## src/rtl/vault_pkg.sv

```systemverilog
// Shared encodings for the vault lock controller and the seven-segment word display.
package vault_pkg;

    localparam logic [1:0] ST_LOCK = 2'b11;
    localparam logic [1:0] ST_OPEN = 2'b01;
    localparam logic [1:0] ST_ERR  = 2'b10;

    typedef enum logic [1:0] {
        LOCKED,
        OPEN,
        ERR,
        LOCKOUT
    } state_e;

    typedef logic [3:0] bcd_t;

    function automatic logic is_bcd(bcd_t d);
        return d <= 4'd9;
    endfunction

endpackage

```

## src/rtl/vault_timer.sv

```systemverilog
// Loadable down-counter; done is high while the count sits at zero.
module vault_timer #(
    parameter int unsigned W = 8
) (
    input  logic         clk,
    input  logic         rst_n,
    input  logic         load,
    input  logic [W-1:0] load_val,
    output logic         done
);

    logic [W-1:0] count_q;

    always_ff @(posedge clk or negedge rst_n) begin
        if (!rst_n) begin
            count_q <= '0;
        end else if (load) begin
            count_q <= load_val;
        end else if (count_q != '0) begin
            count_q <= count_q - 1'b1;
        end
    end

    assign done = (count_q == '0);

endmodule

```

## src/rtl/vault_lock_ctrl.sv

```systemverilog
// Vault lock sequencer: keypad code entry, ERR/lockout handling, auto-relock, code change.
module vault_lock_ctrl
    import vault_pkg::*;
#(
    parameter int unsigned CODE_LEN       = 4,
    parameter logic [31:0] RESET_CODE     = 32'h0000_1234,
    parameter int unsigned MAX_TRIES      = 3,
    parameter int unsigned ERR_CYCLES     = 50_000_000,
    parameter int unsigned OPEN_CYCLES    = 500_000_000,
    parameter int unsigned LOCKOUT_CYCLES = 1_000_000_000
) (
    input  logic       clk,
    input  logic       rst_n,
    input  logic       digit_valid,
    input  logic [3:0] digit,
    input  logic       enter,
    input  logic       lock_btn,
    input  logic       set_code,
    output logic [1:0] status,
    output logic       unlocked,
    output logic       lockout,
    output logic [3:0] fail_count,
    output logic [3:0] digit_count
);

    localparam int unsigned CW   = CODE_LEN * 4;
    localparam int unsigned MAXC = (LOCKOUT_CYCLES > OPEN_CYCLES)
                                 ? ((LOCKOUT_CYCLES > ERR_CYCLES) ? LOCKOUT_CYCLES : ERR_CYCLES)
                                 : ((OPEN_CYCLES > ERR_CYCLES) ? OPEN_CYCLES : ERR_CYCLES);
    localparam int unsigned TW   = $clog2(MAXC) + 1;

    localparam logic [3:0] LEN4 = 4'(CODE_LEN);
    localparam logic [3:0] SAT4 = 4'(CODE_LEN + 1);
    localparam logic [3:0] MAX4 = 4'(MAX_TRIES);

    // Timer holds N-1 so the state lasts exactly N cycles before done is seen.
    localparam logic [TW-1:0] T_ERR  = TW'(ERR_CYCLES - 1);
    localparam logic [TW-1:0] T_OPEN = TW'(OPEN_CYCLES - 1);
    localparam logic [TW-1:0] T_LKO  = TW'(LOCKOUT_CYCLES - 1);

    state_e        state_q;
    logic [1:0]    status_q;
    logic          unlocked_q;
    logic          lockout_q;
    logic [3:0]    fail_q;
    logic [3:0]    dcnt_q;
    logic [CW-1:0] entry_q;
    logic [CW-1:0] code_q;
    logic          bad_q;

    logic          entry_ok;
    logic          match;
    logic [3:0]    fail_nxt;
    logic [CW-1:0] entry_shift;
    logic [3:0]    dcnt_inc;
    logic          bad_nxt;
    logic          tmr_load;
    logic [TW-1:0] tmr_val;
    logic          tmr_done;

    assign entry_ok    = (dcnt_q == LEN4) && !bad_q;
    assign match       = entry_ok && (entry_q == code_q);
    assign fail_nxt    = fail_q + 4'd1;
    assign entry_shift = (entry_q << 4) | CW'(digit);
    assign dcnt_inc    = (dcnt_q == SAT4) ? dcnt_q : dcnt_q + 4'd1;
    assign bad_nxt     = bad_q || !is_bcd(digit);

    always_comb begin
        tmr_load = 1'b0;
        tmr_val  = '0;
        case (state_q)
            LOCKED: begin
                if (enter) begin
                    tmr_load = 1'b1;
                    if (match)                 tmr_val = T_OPEN;
                    else if (fail_nxt == MAX4) tmr_val = T_LKO;
                    else                       tmr_val = T_ERR;
                end
            end
            OPEN: begin
                if (!lock_btn && !tmr_done && set_code && entry_ok) begin
                    tmr_load = 1'b1;
                    tmr_val  = T_OPEN;
                end
            end
            default: ;
        endcase
    end

    vault_timer #(.W(TW)) u_timer (
        .clk      (clk),
        .rst_n    (rst_n),
        .load     (tmr_load),
        .load_val (tmr_val),
        .done     (tmr_done)
    );

    always_ff @(posedge clk or negedge rst_n) begin
        if (!rst_n) begin
            state_q    <= LOCKED;
            status_q   <= ST_LOCK;
            unlocked_q <= 1'b0;
            lockout_q  <= 1'b0;
            fail_q     <= '0;
            dcnt_q     <= '0;
            entry_q    <= '0;
            bad_q      <= 1'b0;
            code_q     <= RESET_CODE[CW-1:0];
        end else begin
            case (state_q)
                LOCKED: begin
                    if (enter) begin
                        entry_q <= '0;
                        dcnt_q  <= '0;
                        bad_q   <= 1'b0;
                        if (match) begin
                            state_q    <= OPEN;
                            status_q   <= ST_OPEN;
                            unlocked_q <= 1'b1;
                            fail_q     <= '0;
                        end else begin
                            fail_q   <= fail_nxt;
                            status_q <= ST_ERR;
                            if (fail_nxt == MAX4) begin
                                state_q   <= LOCKOUT;
                                lockout_q <= 1'b1;
                            end else begin
                                state_q <= ERR;
                            end
                        end
                    end else if (digit_valid) begin
                        entry_q <= entry_shift;
                        dcnt_q  <= dcnt_inc;
                        bad_q   <= bad_nxt;
                    end
                end
                OPEN: begin
                    if (lock_btn || tmr_done) begin
                        state_q    <= LOCKED;
                        status_q   <= ST_LOCK;
                        unlocked_q <= 1'b0;
                        entry_q    <= '0;
                        dcnt_q     <= '0;
                        bad_q      <= 1'b0;
                    end else if (set_code) begin
                        if (entry_ok) code_q <= entry_q;
                    end else if (enter) begin
                        entry_q <= '0;
                        dcnt_q  <= '0;
                        bad_q   <= 1'b0;
                    end else if (digit_valid) begin
                        entry_q <= entry_shift;
                        dcnt_q  <= dcnt_inc;
                        bad_q   <= bad_nxt;
                    end
                end
                ERR: begin
                    if (tmr_done) begin
                        state_q  <= LOCKED;
                        status_q <= ST_LOCK;
                    end
                end
                LOCKOUT: begin
                    if (tmr_done) begin
                        state_q   <= LOCKED;
                        status_q  <= ST_LOCK;
                        lockout_q <= 1'b0;
                        fail_q    <= '0;
                    end
                end
                default: state_q <= LOCKED;
            endcase
        end
    end

    assign status      = status_q;
    assign unlocked    = unlocked_q;
    assign lockout     = lockout_q;
    assign fail_count  = fail_q;
    assign digit_count = dcnt_q;

endmodule
```

## config.mk

```make
export PLATFORM = sky130hd
export DESIGN_NAME = vault_lock_ctrl
export DESIGN_NICKNAME = d
export VERILOG_FILES = /design/src/rtl/vault_pkg.sv /design/src/rtl/vault_timer.sv /design/src/rtl/vault_lock_ctrl.sv
export SDC_FILE = /design/constraint.sdc
export NUM_CORES = 1
export LEC_CHECK = 0
export CAP_MARGIN = 20
export CORE_ASPECT_RATIO = 0.7
export CORE_UTILIZATION = 45
export CTS_BUF_LIST = sky130_fd_sc_hd__clkbuf_4 sky130_fd_sc_hd__clkbuf_8
export CTS_CLUSTER_DIAMETER = 40
export DETAILED_ROUTE_END_ITERATION = 8
export GPL_TIMING_DRIVEN = 0
export SYNTH_ARGS = -nofsm -noshare
export SYNTH_HDL_FRONTEND = slang
export SYNTH_SLANG_ARGS = --single-unit
```

## constraint.sdc

```tcl
create_clock -name clk -period 2.65 [get_ports clk]
set_input_delay 0.53 -clock clk [delete_from_list [all_inputs] [get_ports clk]]
set_output_delay 0.53 -clock clk [all_outputs]
set_load 0.02 [all_outputs]
```

Word level (Yosys, flattened, before mapping)

Index checks and enable logic that the tools add are counted.

Bits in registers: 78
Input port bits: 10
Output and inout port bits: 12
Word-level logic and storage cells: 105

Add/subtract/negate cells: 3
Order comparisons: 1
Equal/unequal tests: 15
Mux-type cells: 50
Bitwise gates (word level): 2
Reduce and logical (&&, ||, !) cells: 24

Operator list:

| operator                                                             | count |
|---|---|
| 30-bit 2-to-1 mux                                                    | 3 |
| 16-bit 2-to-1 mux                                                    | 4 |
| 31-bit 2-to-1 mux                                                    | 2 |
| 30-bit case mux with 2 select lines                                  | 1 |
| 4-bit 2-to-1 mux                                                     | 8 |
| 16-bit case mux with 2 select lines                                  | 1 |
| 31-bit zero test                                                     | 1 |
| 31-bit nonzero test                                                  | 1 |
| 31-bit by 1-bit subtractor with 31-bit output, second input constant | 1 |
| 29-bit 2-to-1 mux                                                    | 1 |
| 16-bit == test                                                       | 1 |
| 2-bit 2-to-1 mux                                                     | 8 |
| 16-bit by 4-bit OR with 16-bit output                                | 1 |
| 4-bit case mux with 2 select lines                                   | 2 |
| 1-bit 2-to-1 mux                                                     | 14 |
| 2-bit inequality test, second input constant                         | 6 |
| 2-bit case mux with 3 select lines                                   | 2 |
| 4-bit by 1-bit adder with 4-bit output, second input constant        | 2 |
| 4-bit by 3-bit == test with 1-bit output, second input constant      | 2 |
| 1-bit case mux with 2 select lines                                   | 4 |
| 4-bit AND reduction                                                  | 2 |
| 3-bit AND reduction                                                  | 2 |
| 2-bit nonzero test                                                   | 3 |
| 1-bit logical AND                                                    | 5 |
| 13 further kinds                                                     | 18 |

Depth between registers and ports, before layout

Depth after elaboration: 8
Depth in mapped cells: 9
Mapped depth without buffers: 8

Hierarchy

Synthesis repeated with hierarchy kept, for this count alone.

Cell total of the unflattened synthesis: 396
Area total of the unflattened synthesis: 4152.7 um^2

Modules (own cells, without submodules):

| module          | instances | cells an instance | area each (um^2) | sequential area each (um^2) |
|---|---|---|---|---|
| vault_lock_ctrl | 1         | 210               | 2378.5           | 1184.9 |
| vault_timer     | 1         | 186               | 1774.2           | 775.7 |

Worst setup path after synthesis

No wires, ideal clock.

Path type: flip-flop to flip-flop
From: register u_timer.count_q[18]
To: register entry_q[10]
Library setup time: 121 ps
Data arrival time: 2028 ps
Data required time: 2529 ps
Slack: 501 ps
Stages on the path, launching flop included: 7
Buffers on the path: 1
Clock period less this slack: 2149 ps
Cells stage by stage: dfrtp_1 > or4_4 > nor2_8 > nand4_4 > a211o_1 > buf_6 > a22o_1

Longest elaborated chain between the ends: 4
Elaborated cells on any way between the ends: 6
Those cells by class: eq/ne: 1; mux: 2; reduce/logical: 3

RTL lines:

| element                                                                           | line                   | text |
|---|---|---|
| from (decl)                                                                       | vault_timer.sv:12      | `logic [W-1:0] count_q;` |
| from (signal assigned)                                                            | vault_timer.sv:18      | `count_q <= load_val;` |
| from (signal assigned)                                                            | vault_timer.sv:20      | `count_q <= count_q - 1'b1;` |
| 31-bit zero test (*)                                                              | vault_timer.sv:24      | `assign done = (count_q == '0);` |
| 1-bit logical OR (*)                                                              | vault_lock_ctrl.sv:138 | `if (lock_btn \|\| tmr_done) begin` |
| 16-bit 2-to-1 mux / 3-bit inequality test (equally long branches)                 | -                      |  |
| 16-bit case mux with 2 select lines / 2-bit AND reduction (equally long branches) | -                      |  |
| to (signal assigned)                                                              | vault_lock_ctrl.sv:132 | `entry_q <= entry_shift;` |
| to (signal assigned)                                                              | vault_lock_ctrl.sv:152 | `entry_q <= entry_shift;` |
| to (decl)                                                                         | vault_lock_ctrl.sv:47  | `logic [CW-1:0] entry_q;` |

Every way passes the cells marked *; elsewhere a longest branch is shown, timed or not.
A chain may end at the register's enable or synchronous reset.

Worst setup path after layout

From: register u_timer.count_q[0]
To: register u_timer.count_q[15]

Longest elaborated chain between the ends: 8
Elaborated cells on any way between the ends: 12
Those cells by class: add/sub: 1; mux: 4; reduce/logical: 7

RTL lines:

| element |
|---|
| branches (longest 8 deep; another with 31-bit by 1-bit subtractor with 31-bit output) |

Several ways; the timed one is not identified. The select of a mux whose other input is x is not followed.

==> impl_results.md <==
- Max Clk Rate: 398.3 MHz
- Layout area overhead: 14.37%
- Pre-Repair DR Iteration Count: 5
- Antenna violations before repair: 0
- Register bit total from synthesis: 78
- Most frequently used flop master after synthesis: sky130_fd_sc_hd__dfrtp_1
- Peak ir drop on the vdd network: 0.0002569 V
- Slowest Stage Delay on Critical Path: 0.40 ns
- Global-route usage over all layers: 0.2147
- Largest family of logic cells by synthesized area: simple AND/OR/NAND/NOR gates
- Top post-synthesis cells by count: sky130_fd_sc_hd__dfrtp_1, sky130_fd_sc_hd__nand2_1, sky130_fd_sc_hd__xor2_1
- HPWL after detailed placement: 6281 µm
- Clock Pin Slew Worst Setup and Hold Paths: 0.08 ns
- Placer Congestion: 0.8153
- Worst path setup slack after routing: 0.1392 ns
- Worst rel slew slack: 0.5856
- Number of top-level design ports: 22
- Synthesized cell area: 4014 µm²
- Number of vias in the routed layout: 3002
- Total placed cells including tap cells: 523
- Hold Crit Class: input port to asynchronous set/reset pin
- TritonCTS clock tree: done
- Worst slack at placement: -0.1094 ns
- DRC violations left: 0
- Overall die area: 9307 µm²
- Cell family with the largest share of critical-path delay: simple AND/OR/NAND/NOR gates
- Clock Skews: 0.01084 ns
- # clock sinks: 78
- Portion of netlist area occupied by mux cells: 0.05237
- Syn_area_per_cell: 10.54 µm²
- Power density of the placed cells: 454.9 nW/µm²
- Unrepaired setup endpoints after global routing: yes
- Worst-margin pin slew: 0.6216 ns
- Kind of critical path: flip-flop to flip-flop
- Overall power after layout: 0.002088 W
- Wire length of the first global-routing pass: 14810 µm
- DRC marker count from the first detailed-route iteration: 148
- # hold bufs at CTS: 0
- Area of the placeable core: 8548 µm²
- Worst skew pair latency: 0.36 ns
- Final worst path period share: 0.9475
- Die width: 114.9 µm
- Maximum number of pins on one net before global-route repair: 46
- Complex-gate fraction of the synthesized area: 0.1337
- Async S/R FF share, synth: 1.000
- Min Tclk post-route: 2.511 ns
- Effective utilization at floorplan: 0.4696
- Filler cells: 812
- Buffers & Inverters on Critical Path: 2
- Biggest area consumer among synthesized cells: sky130_fd_sc_hd__dfrtp_1
- Level count of the clock H-tree: 3
- Global route total overflow: 0
- Post-route cell area: 4591 µm²
- Number of flops mapped to enable cells by yosys: 0
- Number of standard cells in the layout, taps in and fillers out: 538
- Die height: 81.02 µm
- Data required time of the worst path: 2.94 ns
- Pins over their slew limit: 0
- Slowest cell on crit path: sky130_fd_sc_hd__dfrtp_1
- Standard-cell rows: 28
- Hold slack: 0.1197 ns
- Number of buffers inserted during clock tree synthesis: 9
- Buffers added on ports: 21
- Gates resized, CTS repair: 2
- Total routed wirelength: 8944 µm
- Total nets after synthesis: 397
- Final hold vios: 0
- Number of antenna diodes: 0
- Max clock buf depth: 2
- Cells after synthesis: 381
- Leading cell type by number of instances after synthesis: sky130_fd_sc_hd__dfrtp_1
- Count of nets after finishing: 430
- Xor and xnor fraction of the mapped netlist area: 0.09383
- Crit path capture type: flip-flop
- CP Cell Sequence: inv_1 > ha_1 > nor2b_1 > and4_2 > nand4_4 > a21oi_2 > buf_2 > a21oi_1 > nor2_1
- Number of vias per cell: 5.580
- Share of Yosys cell area claimed by the top area cell type: 0.4426
- Area contributors post-synth: sky130_fd_sc_hd__dfrtp_1, sky130_fd_sc_hd__xor2_1, sky130_fd_sc_hd__dfstp_2
- Library cells used by synthesis: 59
- Max capacitance violation total: 0
- Count of yosys warnings during synthesis: 0
- Simple-Gate Fraction of Synth Area: 0.1836
- Largest fanout of any net on the critical path: 10
- Synthesized-area fraction occupied by adder cells: 0.01870
- Drt wl/cell: 16.62 µm
- Post-Place Cell Area: 4399 µm²
- Share of post-route cells with drive strength above 1: 0.1507
- Via count of the first global-routing pass: 2803
- Number of setup buffers added after CTS: 0
- Result of the run: finished clean
- Kind of start point of the critical path: flip-flop
- Number of nets still failing antenna checks after routing: 0
- Setup violation total in the final timing report: 0
- Static Leakage: 2.075 nW
- Seq/Total Area, Yosys: 0.4885
- Clock root buffer: sky130_fd_sc_hd__clkbuf_8
- Arr. time, crit path: 2.80 ns
## through the flow
step                TNS (ns)    util
global route         -0.2950  0.5370
global placement     -129.87  0.5117
CTS                        0  0.5359
floorplan                  0       -
finish                     0  0.5370
detailed placement   -0.3252  0.5146
## layout by cell type (no fill, tap or decap), types with 11 or more instances in the layout
cell	count
sky130_fd_sc_hd__dfrtp_1	71
sky130_fd_sc_hd__nand2_1	41
sky130_fd_sc_hd__xor2_1	25
sky130_fd_sc_hd__nor2_1	23
sky130_fd_sc_hd__clkdlybuf4s50_1	20
sky130_fd_sc_hd__xnor2_1	18
sky130_fd_sc_hd__mux2_2	16
sky130_fd_sc_hd__a22o_1	15
sky130_fd_sc_hd__o21ai_0	15
sky130_fd_sc_hd__a21oi_1	15
sky130_fd_sc_hd__nor3_1	14
sky130_fd_sc_hd__inv_1	12
sky130_fd_sc_hd__nor4_1	11
## cell type report
class	instances	area, µm²	area share
inverter	12	45.04	0.009812
clock buffer	13	160.2	0.03489
multi-input combinational	279	1957	0.4263
sequential	78	1961	0.4271
buffer	12	72.57	0.01581
timing repair buffer	22	235.2	0.05124
clock inverter	2	10.01	0.002180
tap	120	150.1	0.03271
## cell families after synthesis
family	count (synthesis)
fa+ha+maj	6
flops	78
mux	19
compound gates	75
xor+xnor	43
buf+inv	24
simple gates	136
## state kept, by name, summed over array words and instances, names as in the netlist, 2 cells and up
register and flops:
u_timer.count_q 31, code_q 16, entry_q 16, digit_count 4, fail_count 4, state_q 2
status 2
## where the power goes
| group | total [W] | switching [W] | internal [W] | leakage [nW] |
|---|---|---|---|---|
| logic | 0.0000767 | 0.0000469 | 0.0000298 | 0.995 |
| registers | 0.00120 | 0.00000675 | 0.00120 | 0.986 |
| clock network | 0.000807 | 0.000418 | 0.000390 | 0.0935 |
| total | 0.00209 | 0.000471 | 0.00162 | 2.08 |
## path summary, 6_finish.rpt
kind / startpoint / end / slack (ns) / cells after the start
worst min-delay path: rst_n / u_timer.count_q[3] / 0.12 / 1
worst max register to register: u_timer.count_q[0] / u_timer.count_q[15] / 0.14 / 9
worst max-delay path: u_timer.count_q[0] / u_timer.count_q[15] / 0.14 / 9
max in group asynchronous: rst_n / code_q[9] / 1.90 / 2
min in group clk: status[1] / status[1] / 0.50 / 2
worst min register to register: status[1] / status[1] / 0.50 / 2
## metal layers
layer	global-route usage	vias to the layer above	wire [µm]
li1	-	1434	-
met2	0.2898	73	3686
met4	0.05455	0	81
met3	0.06791	8	553
met5	0	-	0
met1	0.3268	1487	4622
Power figures use the tool's default switching activity.
